$ cat src/rtl/restador_serial_8bits.sv
// Bit-serial 8-bit subtractor: Resta = A - B - Bin, one bit per clock, LSB first.
// Optional macro RESTA_SAT_EN: on final borrow the result saturates to 0x00 (Bout still 1).
module restador_serial_8bits (
    input  logic       clk,
    input  logic       rst,
    input  logic       start,
    input  logic [7:0] A,
    input  logic [7:0] B,
    input  logic       Bin,
    output logic       busy,
    output logic       done,
    output logic [7:0] Resta,
    output logic       Bout,
    output logic       Zero,
    output logic       state_dbg
);

    // Handshake: start is taken on any edge where busy=0 (IDLE, including the
    // done cycle); busy stays high for exactly 8 cycles, then done pulses once
    // with Resta/Bout/Zero valid. start while busy is ignored.
    typedef enum logic {IDLE = 1'b0, RUN = 1'b1} state_t;

    state_t     state, state_nx;
    logic [7:0] a_sh, b_sh, res_sh;
    logic       br;
    logic [2:0] cnt;
    logic       d, br_nx, last;
    logic [7:0] res_full;

    always_comb begin
        d        = a_sh[0] ^ b_sh[0] ^ br;
        br_nx    = (~a_sh[0] & b_sh[0]) | (~(a_sh[0] ^ b_sh[0]) & br);
        last     = (cnt == 3'd7);
        res_full = {d, res_sh[7:1]};
    end

    always_comb begin
        state_nx = state;
        case (state)
            IDLE:    if (start) state_nx = RUN;
            RUN:     if (last)  state_nx = IDLE;
            default: state_nx = IDLE;
        endcase
    end

    always_ff @(posedge clk) begin
        if (rst) state <= IDLE;
        else     state <= state_nx;
    end

    always_ff @(posedge clk) begin
        if (rst) begin
            a_sh   <= 8'h00;
            b_sh   <= 8'h00;
            res_sh <= 8'h00;
            br     <= 1'b0;
            cnt    <= 3'd0;
            done   <= 1'b0;
            Resta  <= 8'h00;
            Bout   <= 1'b0;
            Zero   <= 1'b0;
        end else begin
            done <= 1'b0;
            case (state)
                IDLE: begin
                    if (start) begin
                        a_sh   <= A;
                        b_sh   <= B;
                        br     <= Bin;
                        res_sh <= 8'h00;
                        cnt    <= 3'd0;
                    end
                end
                RUN: begin
                    a_sh   <= {1'b0, a_sh[7:1]};
                    b_sh   <= {1'b0, b_sh[7:1]};
                    res_sh <= res_full;
                    br     <= br_nx;
                    cnt    <= cnt + 3'd1;
                    if (last) begin
                        done <= 1'b1;
                        Bout <= br_nx;
`ifdef RESTA_SAT_EN
                        Resta <= br_nx ? 8'h00 : res_full;
                        Zero  <= br_nx | (res_full == 8'h00);
`else
                        Resta <= res_full;
                        Zero  <= (res_full == 8'h00);
`endif
                    end
                end
                default: ;
            endcase
        end
    end

    assign busy      = (state == RUN);
    assign state_dbg = state;

endmodule

$ cat config.mk
export PLATFORM = sky130hd
export DESIGN_NAME = restador_serial_8bits
export DESIGN_NICKNAME = d
export VERILOG_FILES = /design/src/rtl/restador_serial_8bits.sv
export SDC_FILE = /design/constraint.sdc
export NUM_CORES = 1
export LEC_CHECK = 0
export CORE_ASPECT_RATIO = 0.5
export CORE_MARGIN = 2
export CORE_UTILIZATION = 46
export CTS_CLUSTER_DIAMETER = 100
export DETAILED_ROUTE_END_ITERATION = 10
export MAX_ROUTING_LAYER = met4
export PLACE_DENSITY = 0.75
export SLEW_MARGIN = 20
export SYNTH_ARGS = -nofsm -noshare
export SYNTH_HDL_FRONTEND = slang
export SYNTH_SLANG_ARGS = --single-unit
$ cat constraint.sdc
create_clock -name clk -period 1.5 [get_ports clk]
set_input_delay 0.3 -clock clk [delete_from_list [all_inputs] [get_ports clk]]
set_output_delay 0.3 -clock clk [all_outputs]
set_load 0.1 [all_outputs]
# Yosys cells after proc, flatten, opt, wreduce, memory -nomap -nowiden
# Cells that the tools add are included.
# word_totals
register_bits	40
input_bits	20
output_inout_bits	13
word_cells	38
# classes
add_sub_neg	1
eq_ne	2
mux	14
bitwise	8
n_reduce_logical	3
# op_table
operator	count
8-bit one-hot mux with 2 select lines	3
8-bit 2-to-1 mux	3
8-bit logical NOT	1
3-bit one-hot mux with 2 select lines	1
1-bit 2-to-1 mux	4
1-bit one-hot mux with 2 select lines	2
3-bit by 1-bit adder with 3-bit output (second input constant)	1
3-bit == test (second input constant)	1
3-bit 2-to-1 mux	1
1-bit NOT	3
1-bit bitwise AND	2
2-bit inequality test (second input constant)	1
2-bit AND reduction	1
2-bit OR reduction	1
1-bit bitwise XOR	2
1-bit bitwise OR	1

# Longest topological paths before layout
# Gate-level depths: netlist of run 1.
# logic_depth
ltp_word	5
mapped_depth	6
depth_no_buf	4

# Worst setup path before layout of run 1
# OpenSTA, ideal clock, no wires.
# synth_path
path_kind	register -> register
from	register state (netlist: busy)
to	register res_sh[2]
setup_time_ps	70
arrival_ps	1740
t_required_ps	1430
slack_ps	-310
stages_incl_launch_ff	5
n_path_buf	2
period_less_slack_ps	1810
cell_sequence	dfxtp_1 > buf_2 > clkbuf_1 > nand2_1 > a21oi_1
# synth_via
elab_chain_len	2
word_cells_on_any_way	3
cone_classes	eq/ne: 1; mux: 1; bitwise: 1
# synth_rtl
item	line	rtl
start, declared	23	state_t state, state_nx;
start signal, assigned	48	else state <= state_nx;
1-bit NOT	n/a	
8-bit one-hot mux with 2 select lines or 2-bit inequality test (tied branches)	n/a	
end signal, assigned	77	res_sh <= res_full;
end, declared	24	logic [7:0] a_sh, b_sh, res_sh;
# Parallel ways exist; a longest one is shown, timed or not.
# A chain may end at the register's enable or synchronous reset.

# Worst setup path in the final report of run 1
# layout_path
from	register br
to	register Zero
# layout_via
elab_chain_len	2
# layout_rtl
item	line	rtl
start, declared	25	logic br;
start signal, assigned	69	br <= Bin;
start signal, assigned	78	br <= br_nx;
1-bit bitwise XOR	31	d = a_sh[0] ^ b_sh[0] ^ br;
net d	27	logic d, br_nx, last;
8-bit logical NOT	88	Zero <= (res_full == 8'h00);
end signal, assigned	88	
end, declared	14	output logic Zero,
# The timed path passes the listed nets, and every way through them passes these cells.

==> impl_metrics.json, run 1 <==
{
  "outcome": "finished, violations left",
  "failed_checks": "negative setup slack",
  "slew_headroom": 0.690,
  "tritoncts": "yes",
  "dr.first_iter.drc_count": 41,
  "p_leak_nw": 0.917,
  "route.vias.total": 1332,
  "power_w": 0.00211,
  "ctsHoldBuffers": 0,
  "grt_pass1_vias": 1185,
  "rsz0062_at_grt": "true",
  "ys_ff_latch": 39,
  "start_util": 0.491,
  "fillers": 299,
  "ys_types": 25,
  "worstPathRequired_ns": 1.70,
  "maxCapViolCount": 0,
  "layout.cells.non_filler": 260,
  "gp_congestion": 0.756,
  "root_buffer": "clkbuf_8",
  "critPathKind": "register to register",
  "yosys.area.top_type": "dfxtp_1",
  "cts.sinks": 39,
  "die_y_um": 47.4,
  "layout-area-overhead-vs-synth_pct": 36.0,
  "place_inst": 252,
  "yosys-top-cells-area": "dfxtp_1, mux2i_1, a211oi_1",
  "htreeDepth": 2,
  "grt_antenna_before_repair": 0,
  "netlist_area_um2": 1730,
  "min_from": "res_sh[1]",
  "reg2reg_slack_ns": -0.06,
  "holdWs_ns": 0.488,
  "finalHoldViolCount": 0,
  "dieArea_um2": 4300,
  "grt_pass1_wl_um": 5490,
  "slowest_delay_ns": 0.47,
  "setup_violations": 1,
  "overflow": 0,
  "startpoint": "br",
  "finalCritPeriodShare": 1.04,
  "synth_warnings": 0,
  "insertion_delay_ns": 0.29,
  "vias_per_cell": 5.12,
  "postCtsSetupBuffers": 0,
  "worst_slew_pin_slew_ns": 0.464,
  "finalCoreUtilization": 0.668,
  "post-dp-hpwl_um": 2260,
  "clock.fmax_mhz": 642,
  "fin_crit_ns": 1.56,
  "avgSynthCellArea_um2": 9.85,
  "drcViolationCount": 0,
  "fin_nets": 231,
  "cts_buffers": 5,
  "synth_edf_count": 0,
  "startpoint_type": "register",
  "grt_usage": 0.176,
  "firstDrtPassIters": 4,
  "ys_async_sr_fraction": 0,
  "drv_slew": 0,
  "post-place-ws_ns": -0.128,
  "clockBufferDepth": 2,
  "ioPinCount": 33,
  "routed_wl_um": 3300,
  "yosys.cell_count.top_type": "dfxtp_1",
  "crit_fanout": 2,
  "num_antenna_cells": 0,
  "ant_nets": 0,
  "cpMaxStageDelayCell": "fa_1",
  "layout-drive-gt1-share": 0.215,
  "yosys.area.top_type_share": 0.451,
  "pwr_density_cell_nw_per_um2": 896,
  "crit_path_cell_trace": "inv_2, fa_1, or4_4, o32ai_2",
  "rows": 15,
  "post_drt_wl_per_cell_um": 12.7,
  "core_um2": 3530,
  "synthFlopType": "dfxtp_1",
  "endpoint_kind": "register",
  "fin_ws_ns": -0.0567,
  "syn-num-nets": 199,
  "synth_cells": 176,
  "vdd_drop_max_mv": 0.520,
  "grt_max_degree": 30,
  "finalClockSkew_ns": 0.00328,
  "r2r-start": "br",
  "ys_top_cells_by_count": "dfxtp_1, a21oi_1, mux2i_1",
  "cp_data_arrival_time_ns": 1.76,
  "port_buffers": 32,
  "hold_path_class": "register to register",
  "path_clk_slew_ns": 0.07,
  "die_w_um": 90.8,
  "synth.yosys.seq_area_share": 0.451
}
stage by stage:
step	instance area, µm²	TNS, ns
finish	2360	-0.0567
detailed placement	2270	-0.203
CTS	2360	-0.0610
floorplan	1730	-0.0608
global placement	2270	-0.0541
global route	2360	-0.117
state kept, by name, indices dropped and copies added (netlist names):
signal,flops
res_sh,7
busy,1
Bout,1
Zero,1
br,1
cnt,3
b_sh,8
Resta,8
a_sh,8
done,1
worst max-delay path: cells and delay by family (launching register included):
kind	cells	cell delay [ns]
buffers and inverters	1	0.04
adder cells (fa/ha/maj)	1	0.47
flip-flops	1	0.33
AO/OA/AOI/OAI	1	0.20
AND/OR/NAND/NOR	1	0.43
power by group:
group | total [W] | switching (W) | internal (W) | leakage [nW]
sequential | 0.00111 | 0.0000284 | 0.00108 | 0.320
combinational | 0.000329 | 0.000156 | 0.000172 | 0.550
clock | 0.000672 | 0.000354 | 0.000318 | 0.0477
final cells by class:
cell class                      instances  area (µm²)  area share
Clock buffer                            5        68.8      0.0292
Clock inverter                          3        15.0     0.00637
Inverter                                4        15.0     0.00637
Multi-Input combinational cell        116         846       0.359
Sequential cell                        39         785       0.333
Tap cell                               51        63.8      0.0271
Timing Repair Buffer                   42         563       0.239
logic make-up (layout without fill, tap and decap cells):
kind of cell               count (synthesis)  count (layout)  synth area share
and+or+nand+nor                           52              52             0.184
AOI/OAI and AO/OA                         44              44             0.180
adders and majority gates                  3               3            0.0260
muxes                                     17              17            0.0982
buffers and inverters                     21              54            0.0614
DFF                                       39              39             0.451
metal layers:
layer | routed length, µm | part of all wire | track usage
met1 | 1580 | 0.48 | 0.212
met5 | 0 | 0 | -
met3 | 165 | 0.050 | 0.0482
met2 | 1510 | 0.46 | 0.288
met4 | 44 | 0.013 | 0.0818
layout by cell type, fill, tap and decap left out:
| cell | n |
|---|---|
| dfxtp_1 | 36 |
| a21oi_1 | 19 |
| clkdlybuf4s50_1 | 19 |
| mux2i_1 | 17 |
| a211oi_1 | 16 |
| buf_12 | 16 |
| nor2b_1 | 14 |
| or3b_1 | 10 |
| nand2_1 | 9 |
| nand3_1 | 8 |
| a21bo_2 | 8 |
| buf_4 | 7 |
| clkbuf_8 | 5 |
| inv_1 | 3 |
| nor3_1 | 3 |
| dfxtp_2 | 3 |
| clkinv_2 | 3 |
| nand2b_1 | 2 |
| and2_1 | 2 |
| ha_1 | 2 |
| inv_2 | 1 |
| nor2_1 | 1 |
| nand3b_1 | 1 |
| or4_4 | 1 |
| or4_1 | 1 |
| o32ai_2 | 1 |
| fa_1 | 1 |
worst paths after layout:
kind / endpoint / depth (start not counted)
worst max-delay path: Zero / 4
worst min-delay path: Resta[0] / 2
worst max register to register: Zero / 4
worst min register to register: Resta[0] / 2
repair_timing:
| item | CTS | global route |
|---|---|---|
| endpoints found under the setup margin | 1 | 1 |
| gates resized for setup | 3 | 0 |
| pin swaps | 2 | 0 |
(Power assumes the default switching activity.)
==> run 2: changes to the inputs <==
Settings changed: CAP_MARGIN set to 20.
==> results of run 2 <==
No change in the layout: final DEF, timing and power equal those of run 1.
==> run 3: changes to the inputs <==
Settings changed: ABC_AREA set to 1, CORE_UTILIZATION 46 to 45, PLACE_DENSITY 0.75 to 0.74.
==> impl_metrics.json, run 3 <==
{
  "hold_end": "b_sh[7]",
  "die_w_um": 89.8,
  "synth_cells": 230,
  "netSwitchingPower_w": 0.000555,
  "drcViolationCount": 0,
  "grt_antenna_before_repair": 0,
  "reg2reg_slack_ns": 0.14,
  "yosys-top-cells-area": "dfxtp_1, nand2_1, nand3_1",
  "yosys.cell_count.top_type": "nand2_1",
  "layout-drive-gt1-share": 0.132,
  "post-dp-hpwl_um": 2460,
  "layout-area-overhead-vs-synth_pct": 35.3,
  "ant_nets": 0,
  "tritoncts": "yes",
  "yosys.area.top_type_share": 0.471,
  "path_buf_inv": 1,
  "overflow": 0,
  "clockBufferDepth": 2,
  "place_inst": 309,
  "firstDrtPassIters": 4,
  "slew_headroom": 0.721,
  "cts.repair.resized": 0,
  "vias_per_cell": 4.62,
  "gp_congestion": 0.800,
  "core_um2": 3470,
  "p_leak_nw": 1.06,
  "layout_commonest_cell": "nand2_1",
  "sw_frac_of_total": 0.267,
  "worst_slew_pin_slew_ns": 0.419,
  "postCtsSetupBuffers": 0,
  "rsz0062_at_grt": "false",
  "crit_family": "flip-flops",
  "setup_tns_ns": 0,
  "crit_fanout": 12,
  "critPathKind": "register to output port",
  "setup_violations": 0,
  "finalCritPeriodShare": 0.954,
  "port_buffers": 32,
  "slowest_delay_ns": 0.59,
  "netlist_area_um2": 1660,
  "avgSynthCellArea_um2": 7.20,
  "startpoint_type": "register",
  "ys_async_sr_fraction": 0,
  "holdWs_ns": 0.470,
  "routed_wl_um": 3480,
  "syn-num-nets": 253,
  "grt_max_degree": 20,
  "power.share.sequential": 0.529,
  "insertion_delay_ns": 0.30,
  "cpMaxStageDelayCell": "dfxtp_2",
  "finalHoldViolCount": 0,
  "layout.cells.non_filler": 317,
  "grt_pass1_vias": 1379,
  "ioPinCount": 33,
  "post_drt_wl_per_cell_um": 11.0,
  "outcome": "finished, final reports clean",
  "post-place-ws_ns": -0.0279,
  "route.vias.total": 1464,
  "comb_power_share": 0.134,
  "cts_buffers": 5,
  "grt_usage": 0.186,
  "worstPathRequired_ns": 1.20,
  "hold_path_class": "register to register",
  "root_buffer": "clkbuf_8",
  "path_depth": 1,
  "dr.first_iter.drc_count": 61,
  "fin_ws_ns": 0.0695,
  "rr_endpoint": "Zero",
  "rows": 15,
  "vdd_drop_max_mv": 0.375,
  "ys_types": 18,
  "cts.sinks": 39,
  "endpoint_kind": "output port",
  "maxCapViolCount": 0,
  "dieArea_um2": 4210,
  "layout_common_cells": "nand2_1, dfxtp_1, nand3_1, inv_1, clkdlybuf4s50_1",
  "ctsHoldBuffers": 0,
  "reg2reg_depth": 7,
  "grt_pass1_wl_um": 5800,
  "path_clk_slew_ns": 0.08,
  "cellInternalPower_w": 0.00152,
  "fillers": 300,
  "finalClockSkew_ns": 0.00234,
  "pwr_density_cell_nw_per_um2": 926,
  "fin_crit_ns": 1.43,
  "ys_ff_latch": 39,
  "synth.yosys.seq_area_share": 0.471,
  "pwr-share-clk": 0.337,
  "ys_top_cells_by_count": "nand2_1, dfxtp_1, nand3_1",
  "drv_slew": 0,
  "num_antenna_cells": 0,
  "crit_path_cell_trace": "buf_12",
  "r2r-start": "b_sh[0]",
  "top_regs": "Resta: 8 flops, a_sh: 8 flops, b_sh: 8 flops",
  "synth_edf_count": 0,
  "clock.fmax_mhz": 699,
  "die_y_um": 46.9,
  "min_from": "b_sh[7]",
  "yosys.area.top_type": "dfxtp_1",
  "cp_data_arrival_time_ns": 1.13,
  "holdPathStages": 2,
  "fin_nets": 288,
  "htreeDepth": 2,
  "start_util": 0.477,
  "synth_warnings": 0,
  "synthFlopType": "dfxtp_1"
}
-- run 3: cell types whose count changed in the layout (fill, tap and decap cells not counted), sizes merged, moves of 10 or more --
cell    before  now
nand2        9   96
nand3        8   30
inv          4   23
nor2b       14    0
or3b        10    0
nor2         1   12
a211oi      16    0
mux2i       17    0
-- run 3: kinds of logic (layout without fill, tap and decap cells) --
logic type	count (synthesis)	after routing	synth area share
AOI/OAI and AO/OA	13	13	0.0393
adders and majority gates	3	3	0.0272
buffers and inverters	35	71	0.105
DFF	39	39	0.471
and+or+nand+nor	140	140	0.357
-- run 3: through the flow --
stage,utilization,power (W),cell area (µm²)
detailed placement,0.621,0.00140,2160
global route,0.646,0.00216,2240
CTS,0.646,0.00209,2240
global placement,0.621,0.00139,2160
finish,0.646,0.00208,2240
floorplan,-,0.00130,1660
-- run 3: worst max-delay path by stage --
| stage | startpoint | to | slack, ns |
|---|---|---|---|
| 6_report | busy | busy | 0.07 |
| 5_1_grt | b_sh[0] | Zero | 0.02 |
| 4_1_cts | busy | state_dbg | 0.06 |
| 3_5_place_dp | start | b_sh[4] | -0.03 |
| 3_3_place_gp | start | b_sh[0] | 0.03 |
| 2_1_floorplan | busy | br | 0.08 |
-- run 3: cell type report --
class / count / area (µm²) / share of cell area
Tap cell: 51 / 63.8 / 0.0285
Clock inverter: 2 / 12.5 / 0.00558
Timing Repair Buffer: 40 / 523 / 0.233
Inverter: 23 / 86.3 / 0.0385
Clock buffer: 6 / 72.6 / 0.0324
Sequential cell: 39 / 782 / 0.349
Multi-Input combinational cell: 156 / 702 / 0.313
-- run 3: power groups by stage --
stage | registers, W | logic (W) | clock network [W]
detailed placement | 0.00112 | 0.000278 | 0
floorplan | 0.00112 | 0.000173 | 0
finish | 0.00110 | 0.000278 | 0.000700
CTS | 0.00110 | 0.000279 | 0.000711
global route | 0.00110 | 0.000308 | 0.000746
global placement | 0.00112 | 0.000272 | 0
-- run 3: routing by layer --
layer | track usage | wire, µm
met2 | 0.350 | 1730
met5 | - | 0
met3 | 0.0433 | 140
met4 | 0.102 | 68
met1 | 0.195 | 1540
-- run 3: worst reg2reg max path: cells and delay by family, from the launching register on --
| family | cells | cell delay [ns] |
|---|---|---|
| simple gates | 5 | 0.42 |
| fa+ha+maj | 1 | 0.51 |
| buf+inv | 1 | 0.06 |
| flops | 1 | 0.33 |
